==> config.mk <==
export PLATFORM = sky130hd
export DESIGN_NAME = tff_count_ctrl_flat
export DESIGN_NICKNAME = d
export VERILOG_FILES = /design/src/rtl/tff_count_if.sv /design/src/rtl/tff_count_ctrl.sv /design/src/flat_wrapper.sv
export SDC_FILE = /design/constraint.sdc
export NUM_CORES = 1
export LEC_CHECK = 0
export ABC_AREA = 1
export BUFFER_PORTS_ARGS = -buffer_cell sky130_fd_sc_hd__clkbuf_2
export CELL_PAD_IN_SITES_DETAIL_PLACEMENT = 0
export CELL_PAD_IN_SITES_GLOBAL_PLACEMENT = 2
export CORE_MARGIN = 4
export CORE_UTILIZATION = 29
export CTS_CLUSTER_DIAMETER = 200
export CTS_CLUSTER_SIZE = 16
export DETAILED_ROUTE_END_ITERATION = 10
export PLACE_DENSITY = 0.85
export SLEW_MARGIN = 20
export SYNTH_ARGS = -nofsm -noshare
export SYNTH_HDL_FRONTEND = slang
export SYNTH_SLANG_ARGS = --single-unit
==> constraint.sdc <==
create_clock -name clk -period 1.9 [get_ports clk]
set_input_delay 0.475 -clock clk [delete_from_list [all_inputs] [get_ports clk]]
set_output_delay 0.475 -clock clk [all_outputs]
set_load 0.01 [all_outputs]
==> src/rtl/tff_count_if.sv <==
// Start/done handshake and bank-observation bundle for the T flip-flop count controller.
interface tff_count_if #(
  parameter int N = 4
);
  logic         start;
  logic         mode;
  logic [N-1:0] limit;
  logic [N-1:0] t_vec;
  logic [N-1:0] q;
  logic         busy;
  logic         done;

  modport master (
    output start, mode, limit,
    input  t_vec, q, busy, done
  );

  modport slave (
    input  start, mode, limit,
    output t_vec, q, busy, done
  );
endinterface

==> src/rtl/tff_count_ctrl.sv <==
// Programmable up/down counter built as a controller driving the toggle inputs of a T flip-flop bank.
// A start request presets the bank, steps it by one per clock to the end value, then pulses done.
module tff_count_ctrl #(
  parameter int N = 4
) (
  input  logic      clk,
  input  logic      reset,
  tff_count_if.slave bus
);

  typedef enum logic [1:0] {
    S_IDLE = 2'd0,
    S_LOAD = 2'd1,
    S_RUN  = 2'd2,
    S_DONE = 2'd3
  } state_e;

  state_e       state_q, state_d;
  logic [N-1:0] q_q;
  logic [N-1:0] limit_q, limit_d;
  logic         mode_q, mode_d;
  logic         busy_q, busy_d;
  logic         done_q, done_d;
  logic [N-1:0] t_vec_s;
  logic [N-1:0] end_s;

  // Toggle vector: preset in LOAD, ripple-carry/borrow increment in RUN until the end value.
  always_comb begin : t_vec_comb
    logic run_v;
    run_v   = 1'b1;
    end_s   = mode_q ? '0 : limit_q;
    t_vec_s = '0;
    case (state_q)
      S_LOAD: t_vec_s = q_q ^ (mode_q ? limit_q : '0);
      S_RUN: begin
        if (q_q != end_s) begin
          for (int i = 0; i < N; i++) begin
            t_vec_s[i] = run_v;
            run_v      = run_v & (mode_q ? ~q_q[i] : q_q[i]);
          end
        end else begin
          t_vec_s = '0;
        end
      end
      default: t_vec_s = '0;
    endcase
  end

  // Next-state, request capture and registered status decode.
  always_comb begin
    state_d = state_q;
    limit_d = limit_q;
    mode_d  = mode_q;
    case (state_q)
      S_IDLE: begin
        if (bus.start) begin
          state_d = S_LOAD;
          limit_d = bus.limit;
          mode_d  = bus.mode;
        end else begin
          state_d = S_IDLE;
        end
      end
      S_LOAD: state_d = S_RUN;
      S_RUN: begin
        if (q_q == end_s) begin
          state_d = S_DONE;
        end else begin
          state_d = S_RUN;
        end
      end
      S_DONE:  state_d = S_IDLE;
      default: state_d = S_IDLE;
    endcase
    busy_d = (state_d != S_IDLE);
    done_d = (state_d == S_DONE);
  end

  // Controller state plus the T flip-flop bank, all cleared by the synchronous reset.
  always_ff @(posedge clk) begin
    if (reset) begin
      state_q <= S_IDLE;
      q_q     <= '0;
      limit_q <= '0;
      mode_q  <= 1'b0;
      busy_q  <= 1'b0;
      done_q  <= 1'b0;
    end else begin
      state_q <= state_d;
      q_q     <= q_q ^ t_vec_s;
      limit_q <= limit_d;
      mode_q  <= mode_d;
      busy_q  <= busy_d;
      done_q  <= done_d;
    end
  end

  assign bus.t_vec = t_vec_s;
  assign bus.q     = q_q;
  assign bus.busy  = busy_q;
  assign bus.done  = done_q;

endmodule

==> src/flat_wrapper.sv <==
// flat-port wrapper written by rule: the top's interface ports become plain ports
module tff_count_ctrl_flat 
#(
  parameter int N = 4
)
  (clk, reset, bus_start, bus_mode, bus_limit, bus_t_vec, bus_q, bus_busy, bus_done);
  tff_count_if #(.N(N)) bus_i ();
  input  logic clk;
  input  logic reset;
  input wire logic [$bits(bus_i.start)-1:0] bus_start;
  input wire logic [$bits(bus_i.mode)-1:0] bus_mode;
  input wire logic [$bits(bus_i.limit)-1:0] bus_limit;
  output wire logic [$bits(bus_i.t_vec)-1:0] bus_t_vec;
  output wire logic [$bits(bus_i.q)-1:0] bus_q;
  output wire logic [$bits(bus_i.busy)-1:0] bus_busy;
  output wire logic [$bits(bus_i.done)-1:0] bus_done;
  assign bus_i.start = bus_start;
  assign bus_i.mode = bus_mode;
  assign bus_i.limit = bus_limit;
  assign bus_t_vec = bus_i.t_vec;
  assign bus_q = bus_i.q;
  assign bus_busy = bus_i.busy;
  assign bus_done = bus_i.done;
  tff_count_ctrl #(.N(N)) u_core (.clk(clk), .reset(reset), .bus(bus_i));
endmodule
# Word level (Yosys, flattened, before mapping)
# Index checks and enable logic that the tools add are counted.
# word_totals
register_bits,13
input_bits,8
output_inout_bits,10
word_cells,32
# op_classes
eq_ne,6
muxes,10
n_bitwise,7
n_reduce_logical,3
# op_table
op,n
$mux 4,3
$pmux 2 s4,1
$pmux 4 s2,1
$xor 4x4->4,2
$eq 2x2->1 const B,3
$mux 1,5
$eq 4x4->1,1
$ne 4x4->1,1
$not 1->1,3
$and 1x1->1,2
$eq 2x1->1 const B,1
$logic_not 2->1,1
$reduce_and 2->1,1
$reduce_bool 2->1,1

# Logic depth before layout (Yosys ltp)
# Gate-level depths: netlist of run 1.
# logic_depth
word_depth,7
ltp_mapped,13

# Worst setup path before layout of run 1
# Ideal clock, no wire load.
# synth_timing
kind,register to output
start,reg u_core.mode_q
end,out bus_t_vec[3]
arrival_time_ps,1116
required_ps,1425
setup_slack_ps,309
stages_incl_launch_ff,9
path_cell_list,dfxtp_1 > buf_6 > nand2_1 > inv_1 > nor2_2 > nand2_1 > nor2_2 > nand3_2 > a21oi_1
# synth_between
elab_chain_cells,5
# synth_rtl
item,line_no,text
"start, declared",tff_count_ctrl.sv:21,"logic mode_q, mode_d;"
"start signal, assigned",tff_count_ctrl.sv:92,mode_q <= mode_d;
$mux 1,tff_count_ctrl.sv:39,run_v = run_v & (mode_q ? ~q_q[i] : q_q[i]);
$and 1x1->1 (2 in series),tff_count_ctrl.sv:39,
$mux 4,tff_count_ctrl.sv:36,if (q_q != end_s) begin
$pmux 4 s2 *,tff_count_ctrl.sv:33,case (state_q)
"end, declared",flat_wrapper.sv:13,output wire logic [$bits(bus_i.t_vec)-1:0] bus_t_vec;
# Mark *: on every way between the ends. The rest lies on a longest branch, timed or not.

# Worst setup path in the final report of run 1
# layout_timing
start,reg u_core.mode_q
end,out bus_t_vec[0]
# layout_between
elab_chain_cells,4
# layout_rtl
item,line_no,text
$mux 4,tff_count_ctrl.sv:31,end_s = mode_q ? '0 : limit_q;
$ne 4x4->1,tff_count_ctrl.sv:36,
$mux 4,tff_count_ctrl.sv:36,
$pmux 4 s2 *,tff_count_ctrl.sv:33,
# Marked as above.

==> results.toml, run 1 <==
[timing]
fin_crit_ps = 1980
fmax_mhz = 505
hold_violations = 0
rsz0062_at_grt = "yes"
skew_ps = 4.55
slew_viol_final = 0
timing.slew.headroom = 0.770
final-setup-viol-count = 4
finalCritPeriodShare = 1.04
fin_ws_ps = -79.1
tightest_slew_ps = 344

[worst_hold_path]
hp-class = "input port to register"

[route]
firstDrtPassIters = 4
vias = 867
drc = 0
drtAntennaViolNets = 0
wl_per_cell_um = 11.5
drtIter0Drc = 27
drt-total-wl_um = 2110
vias_per_cell = 4.71

[flow_run]
drv_cap = 0

[worst_setup_path]
worstSetupStartpoint = "u_core.mode_q$_SDFFE_PP0P_"
r2r_start = "u_core.mode_q$_SDFFE_PP0P_"
endpoint_kind = "output pin"
worstSetupPathType = "register to output pin"
required_ps = 1420
cp_max_fo = 7
crit_end = "bus_t_vec[0]"
worstReg2RegEnd = "u_core.bus.q[3]$_SDFF_PP0_"
ff2ff_path_depth = 11
cp-start-kind = "register"
crit_arrival_ps = 1500
reg2reg_slack_ps = 470

[grt]
grt_first_pass_wirelength_um = 3500
grt_pass1_vias = 841
grt-ovfl-total = 0
antenna_found_initial = 0
grt_max_degree = 11
track_usage = 0.110

[synthesis]
syn_inst = 122
ys_ff_latch = 13
synthDistinctLibCells = 23
avgSynthCellArea_um2 = 7.16
synth.net_count = 134
netlist_area_um2 = 873
yosysWarnings = 0
synth_top_area_frac = 0.298
synth_area_leader_cell = "dfxtp_1"
synthTopCellsByArea = "dfxtp_1 (30%), nand2_1 (9.5%), nand2_2 (7.9%), nand3_2 (6.9%), ha_1 (5.7%)"
seq_area_frac_synth = 0.298

[run_status]
violations = "setup timing"
status = "complete, but fails checks"

[finish]
num_antenna_cells = 0
final_area_um2 = 1180
drive_gt1_frac = 0.536
fin_cells = 184
area_growth_syn_to_layout_pct = 35.4
fin_nets = 166

[power_and_ir_drop]
p_leak_nw = 0.541
power-per-cell-area_nw_per_um2 = 648
ir_drop_mv = 0.352
power_mw = 0.766

[die]
initial_core_util = 0.311
die_w_um = 62.9
die_h_um = 62.9
io_pins = 18
dieArea_um2 = 3950
fp-row-count = 19
core_um2 = 2810

[placement]
dp_cells = 170
dpl.hpwl_um = 1610
port-buffer-count = 17
gp_congestion = 0.802
place_area_um2 = 990

[cts]
cts.clk_slew.worst_paths_ps = 80
postCtsHoldBufs = 0
clockBufferDepth = 2
cts_tree = "yes"
clock-sinks = 13
h-tree-depth = 1
clock_latency_ps = 280
cts_buffers = 3
cts_root_buf = "clkbuf_4"
## stage by stage
step	hold WS [ps]	worst slack, ps	TNS, ps	util
final	368	-79.1	-209	0.421
after floorplan	484	309	0	-
after global routing	364	-183	-635	0.421
after CTS	356	-74.2	-215	0.409
after detailed placement	526	0.702	0	0.353
after global placement	537	41.0	0	0.353
## synth_stat cells
master / number
nand3_1: 4
buf_6: 2
nor2_1: 12
nand2_4: 1
a21oi_1: 8
nand3_2: 6
o211ai_1: 1
xor2_1: 1
inv_2: 2
o21ai_1: 2
inv_6: 1
clkinv_1: 1
nand2_1: 22
inv_1: 13
a21boi_0: 2
o2111ai_1: 1
nor2_4: 2
ha_1: 4
nand2_2: 11
o21ai_0: 8
nand4_1: 1
nor2_2: 4
dfxtp_1: 13
## report_power, final
part	leakage, nW	internal [mW]	total, mW	switching (mW)
combinational	0.416	0.117	0.267	0.150
clock	0.0150	0.0815	0.172	0.0906
sequential	0.110	0.297	0.327	0.0300
total	0.541	0.495	0.766	0.270
## flip-flops by register name, summed over array words and instances, names as in the netlist
name	flops
u_core.bus.done	1
u_core.limit_q	4
u_core.bus.busy	1
u_core.bus.q	4
u_core.state_q	2
u_core.mode_q	1
## logic make-up after synthesis
| group | share of synthesized area |
|---|---|
| AO/OA/AOI/OAI | 0.139 |
| buffers and inverters | 0.105 |
| adder cells (fa/ha/maj) | 0.0573 |
| flip-flops | 0.298 |
| XOR/XNOR | 0.0100 |
| AND/OR/NAND/NOR | 0.391 |
## per-layer routing
layer,part of all wire,global-route usage,vias up
met5,0,0,-
met4,0.017,0.0413,0
met3,0.048,0.0288,5
met2,0.50,0.195,15
met1,0.44,0.124,391
li1,-,-,456
## worst min-delay path by stage
stage	slack, ps	cells past startpoint	start	end
CTS	360	2	reset	u_core.state_q[1]$_SDFF_PP0_
detailed placement	530	2	u_core.limit_q[3]$_SDFFE_PP0P_	u_core.limit_q[3]$_SDFFE_PP0P_
finish	370	2	reset	u_core.state_q[1]$_SDFF_PP0_
floorplan	480	2	u_core.limit_q[0]$_SDFFE_PP0P_	u_core.limit_q[0]$_SDFFE_PP0P_
global placement	540	2	u_core.limit_q[1]$_SDFFE_PP0P_	u_core.limit_q[1]$_SDFFE_PP0P_
global route	360	2	reset	u_core.state_q[1]$_SDFF_PP0_
## cell type report
cell class / instances / area [um2]
Inverter: 17 / 75.1
Fill cell: 306 / 1620
Tap cell: 31 / 38.8
Timing Repair Buffer: 28 / 174
Timing Repair inverter: 1 / 6.26
Clock buffer: 4 / 26.3
Multi-Input combinational cell: 90 / 591
Sequential cell: 13 / 272
## placed cells by master, fill, tap and decap left out, types with 2 or more instances in the layout
cell type and instances:
dfxtp_1 6, buf_4 11, dfxtp_2 6, a21oi_1 5, inv_1 9, ha_4 2
clkbuf_2 13, o21ai_1 5, buf_2 3, nand3_1 4, clkbuf_4 3, nor2_2 2
nor2_4 4, a21boi_1 2, nand3_2 6, nand2_4 2, nor2_1 12, nand2_2 16
inv_4 2, nand2_1 16, a21oi_2 3, inv_2 4, o21ai_0 5
## timing repair
item                                    in CTS  in global routing
endpoints found under the setup margin       4                  4
pin swaps                                    7                  4
gates resized for setup                     26                 15
cloned                                       0                  1
setup buffers                                8                  1
## worst max-delay path, cell delays in order, from the launching register on
cell and delay (ps):
dfxtp_4 400, inv_6 100, nand2_4 40, nand2_2 60
nand2_2 60, nor2_4 140, nand2_4 80, nand2_2 60
nand2_2 40, nand2_2 90, inv_2 40, buf_6 110
Note: power is estimated with default switching activity, not from simulation.
==> run 2, diff against run 1 <==
Settings changed: CORE_ASPECT_RATIO from default to 0.8.
==> run 2 against run 1 <==
  * The run still ends with setup timing left
  * Cell area grew 9.2%
  * Flip-flop and latch count is the same
  * Worst setup slack lost 31 ps
  * Total power grew 16%
  * Register-to-register slack lost 50 ps
  * Sequential power shrank 2%
  * Global-route usage grew 0.51 points
  * Clock skew shrank 3.1 ps
  * Clock power grew 52%
  * Critical path depth shrank 2
  * Non-clock buffer count grew 6
==> results.toml, run 2 (same netlist as run 1, synthesis figures left out) <==
[run_status]
status = "complete, but fails checks"
violations = "setup timing"

[finish]
multi_input_area_um2 = 626
area_growth_syn_to_layout_pct = 47.9
final_cell_mix = "nand2_1 (17), nand2_2 (15), buf_4 (15)"
fin_cells = 196
seqCellArea_um2 = 268
fin_nets = 171
num_antenna_cells = 0
fillers = 300
final_common_cell = "nand2_1"
drive_gt1_frac = 0.557

[placement]
dp_cells = 179
gp_congestion = 0.896
dpl.hpwl_um = 1660
port-buffer-count = 17

[route]
vias = 899
wl_met2_um = 1210
highest_layer = "met4"
drc = 0
drtIter0Drc = 12
drtAntennaViolNets = 0
met1_length_um = 1010
drt-total-wl_um = 2410
wl_per_cell_um = 12.3
vias_per_cell = 4.59
wl_met3_um = 163
firstDrtPassIters = 4

[cts]
cts_tree = "yes"
clock_latency_ps = 250
cts.clk_slew.worst_paths_ps = 60
clock-sinks = 13
cts_root_buf = "clkbuf_8"
cts_buffers = 3
h-tree-depth = 1
clockBufferDepth = 2

[worst_setup_path]
required_ps = 1420
worstSetupPathType = "register to output pin"
crit_chain = "buf_12 > nor2_4 > nand2_2 > nand2_2 > nor2_4 > nand2_4 > nand3_4 > a21oi_2 > buf_2"
cp-start-kind = "register"
cpMaxStageDelayCell = "dfxtp_4"
crit_arrival_ps = 1540
max_stage_delay_ps = 370
cp_max_fo = 4
endpoint_kind = "output pin"

[power_and_ir_drop]
switchingPower_mw = 0.310
intPower_mw = 0.578
switching_share = 0.349
ir_drop_mv = 0.463
power_mw = 0.888
seqPwrFrac = 0.362
power-per-cell-area_nw_per_um2 = 688
combPwrFrac = 0.344
clockPowerShare = 0.294
p_leak_nw = 0.592

[worst_hold_path]
hp-class = "input port to register"

[flow_run]
drv_cap = 0

[timing]
final-setup-viol-count = 4
fin_ws_ps = -110
slew_viol_final = 0
finalCritPeriodShare = 1.06
rsz0062_at_grt = "yes"
hold_violations = 0
fmax_mhz = 497
fin_crit_ps = 2010
tightest_slew_ps = 299
skew_ps = 1.42
timing.slew.headroom = 0.799

[die]
fp-row-count = 17
initial_core_util = 0.309
die_h_um = 57.1
core_um2 = 2830
io_pins = 18
dieArea_um2 = 3960
die_w_um = 69.4

[grt]
track_usage = 0.115
antenna_found_initial = 0
grt_max_degree = 11
grt-ovfl-total = 0
grt_pass1_vias = 805
grt_first_pass_wirelength_um = 3550
==> run 2: final timing paths <==
path	startpoint	to	slack [ps]	depth (start not counted)
worst max-delay path	u_core.mode_q$_SDFFE_PP0P_	bus_t_vec[3]	-110	9
worst min-delay path	reset	u_core.state_q[1]$_SDFF_PP0_	410	2
worst max register to register	u_core.mode_q$_SDFFE_PP0P_	u_core.bus.q[3]$_SDFF_PP0_	420	11
worst min register to register	u_core.bus.q[3]$_SDFF_PP0_	u_core.bus.q[3]$_SDFF_PP0_	540	2
==> run 2: timing repair <==
| item | 4_1_cts | 5_1_grt |
|---|---|---|
| endpoints found under the hold margin | 0 | 0 |
| setup buffers | 4 | 9 |
| endpoints found under the setup margin | 4 | 4 |
| resized for setup | 16 | 26 |
| hold buffers | 0 | 0 |
| pin swaps | 2 | 13 |
==> run 2: worst max-delay path: cells and delay by family (launching register included) <==
kind,cells,cell delay [ps]
simple gates,6,500
flops,1,370
buf+inv,2,280
compound gates,1,140
==> run 2: power by group through the flow <==
stage | sequential (mW) | clock (mW) | combinational, mW
2_1_floorplan | 0.318 | 0 | 0.162
3_3_place_gp | 0.323 | 0 | 0.204
3_5_place_dp | 0.324 | 0 | 0.205
4_1_cts | 0.321 | 0.265 | 0.241
5_1_grt | 0.324 | 0.282 | 0.334
6_report | 0.322 | 0.261 | 0.306
==> run 2: area by class of cell <==
class                      count  area share
clock inverter                 1     0.00388
clock buffer                   3      0.0320
tap                           38      0.0368
inverter                      17      0.0533
multi-input combinational     90       0.484
sequential                    13       0.207
timing repair buffer          34       0.182
==> run 2: metal layers <==
metal | vias to the layer above | global-route usage
met5 | - | 0
met4 | 0 | 0.0418
met3 | 5 | 0.0458
met2 | 20 | 0.181
met1 | 415 | 0.142
li1 | 459 | -
==> run 2: metrics by stage <==
stage	cell area, um2	utilization	worst slack, ps	setup TNS, ps	hold slack, ps
final	1290	0.456	-110	-387	408
after detailed placement	1010	0.358	5.00	0	535
after global placement	1010	0.358	29.9	0	523
after floorplan	873	-	309	0	484
after CTS	1140	0.403	-64.1	-144	410
after global routing	1290	0.456	-189	-727	414
==> run 3, diff against run 2 <==
Settings changed: SLEW_MARGIN 20 to 0.
Clock period 1.9 ns to 2 ns, I/O delays scaled along.
==> run 3 against run 2 <==
  * The run now ends clean
  * Global-route usage shrank 0.63 points
  * Final cell count fell by 7.1%
  * Critical path depth decreased by 1
  * Cell area shrank 15%
  * Flip-flop and latch count stayed put
==> results.toml, run 3 (same netlist as run 1, synthesis figures left out) <==
[power_and_ir_drop]
intPower_mw = 0.501
clockPowerShare = 0.318
switchingPower_mw = 0.253
power-per-cell-area_nw_per_um2 = 686
ir_drop_mv = 0.312
power_mw = 0.753
seqPwrFrac = 0.408
switching_share = 0.335
combPwrFrac = 0.274
p_leak_nw = 0.505

[route]
vias_per_cell = 4.53
drtIter0Drc = 32
wl_per_cell_um = 11.5
vias = 825
drt-total-wl_um = 2090
firstDrtPassIters = 4
drtAntennaViolNets = 0
drc = 0

[timing]
timing.slew.headroom = 0.811
tightest_slew_ps = 282
fin_crit_ps = 1990
finalCritPeriodShare = 0.993
final.setup.tns_ps = 0
hold_violations = 0
fmax_mhz = 503
slew_viol_final = 0
fin_ws_ps = 13.7
rsz0062_at_grt = "yes"
final-setup-viol-count = 0
skew_ps = 1.97

[cts]
clock-sinks = 13
h-tree-depth = 1
clock_latency_ps = 250
cts_tree = "yes"
cts.clk_slew.worst_paths_ps = 60
postCtsHoldBufs = 0
clockBufferDepth = 2
cts_buffers = 3
cts_root_buf = "clkbuf_8"

[grt]
antenna_found_initial = 0
track_usage = 0.109
grt-ovfl-total = 0
grt_first_pass_wirelength_um = 3420
grt_pass1_vias = 769
grt_max_degree = 11

[worst_setup_path]
crit_arrival_ps = 1490
worstSetupPathType = "register to output pin"
cp_max_fo = 8
endpoint_kind = "output pin"
required_ps = 1500
cp-start-kind = "register"

[placement]
port-buffer-count = 17
dpl.hpwl_um = 1610
gp_congestion = 0.829
dp_slack_ps = 67.3
dp_cells = 177

[finish]
fillers = 305
fin_cells = 182
final_cell_mix = "nand2_1 (22), clkbuf_2 (17), inv_1 (12), nor2_1 (12), nand2_2 (11)"
area_growth_syn_to_layout_pct = 25.8
final_common_cell = "nand2_1"
drive_gt1_frac = 0.431
fin_nets = 157
fin_util = 0.388
num_antenna_cells = 0

[die]
dieArea_um2 = 3960
core_um2 = 2830
initial_core_util = 0.309
fp-row-count = 17
die_w_um = 69.4
die_h_um = 57.1
io_pins = 18

[flow_run]
drv_cap = 0

[run_status]
status = "completed"

[worst_hold_path]
hp-class = "input port to register"
-- run 3: cell count changes in the layout (fill, tap and decap cells not counted), sizes merged --
cell | before | now
buf | 21 | 3
clkbuf | 16 | 20
-- run 3: cell type report --
cell class | count | area [um2] | area share
Multi-Input combinational cell | 90 | 557 | 0.507
Sequential cell | 13 | 269 | 0.245
Timing Repair Buffer | 20 | 108 | 0.0980
Inverter | 17 | 71.3 | 0.0649
Tap cell | 38 | 47.5 | 0.0433
Clock buffer | 3 | 41.3 | 0.0376
Clock inverter | 1 | 5.00 | 0.00456
-- run 3: timing repair --
item	in CTS	in global routing
buffers inserted	0	1
pin swaps	0	1
endpoints found under the setup margin	4	4
gates resized for setup	10	6
-- run 3: metal layers --
| metal | wire (um) | global-route usage | vias up |
|---|---|---|---|
| met1 | 998 | 0.131 | 372 |
| met4 | 16 | 0.0251 | 0 |
| met2 | 972 | 0.185 | 16 |
| li1 | - | - | 433 |
| met5 | 0 | 0 | - |
| met3 | 105 | 0.0405 | 4 |
-- run 3: critical path: stages (launching register included) --
cell,delay (ps)
dfxtp_4,390
nor2_2,160
nand2_1,80
nand2_2,90
nor2_4,50
nand2_4,80
nand3_2,80
a21oi_1,150
clkbuf_2,150
-- run 3: path summary, 6_finish.rpt --
check | endpoint | slack (ps) | start | cells after the start
worst min-delay path | u_core.state_q[1]$_SDFF_PP0_ | 450 | reset | 2
worst max register to register | u_core.bus.q[3]$_SDFF_PP0_ | 670 | u_core.mode_q$_SDFFE_PP0P_ | 10
worst max-delay path | bus_t_vec[2] | 10 | u_core.mode_q$_SDFFE_PP0P_ | 8
worst min register to register | u_core.limit_q[0]$_SDFFE_PP0P_ | 530 | u_core.limit_q[0]$_SDFFE_PP0P_ | 2
-- run 3: power groups by stage --
stage	Combinational (mW)	Sequential, mW	Clock [mW]
2_1_floorplan	0.154	0.302	0
6_report	0.206	0.307	0.240
3_5_place_dp	0.187	0.310	0
3_3_place_gp	0.188	0.309	0
4_1_cts	0.200	0.307	0.250
5_1_grt	0.230	0.311	0.258
-- run 3: through the flow --
stage / instance area [um2] / hold slack (ps)
5_1_grt: 1100 / 432
3_3_place_gp: 998 / 523
3_5_place_dp: 998 / 519
2_1_floorplan: 873 / 484
6_report: 1100 / 445
4_1_cts: 1080 / 433
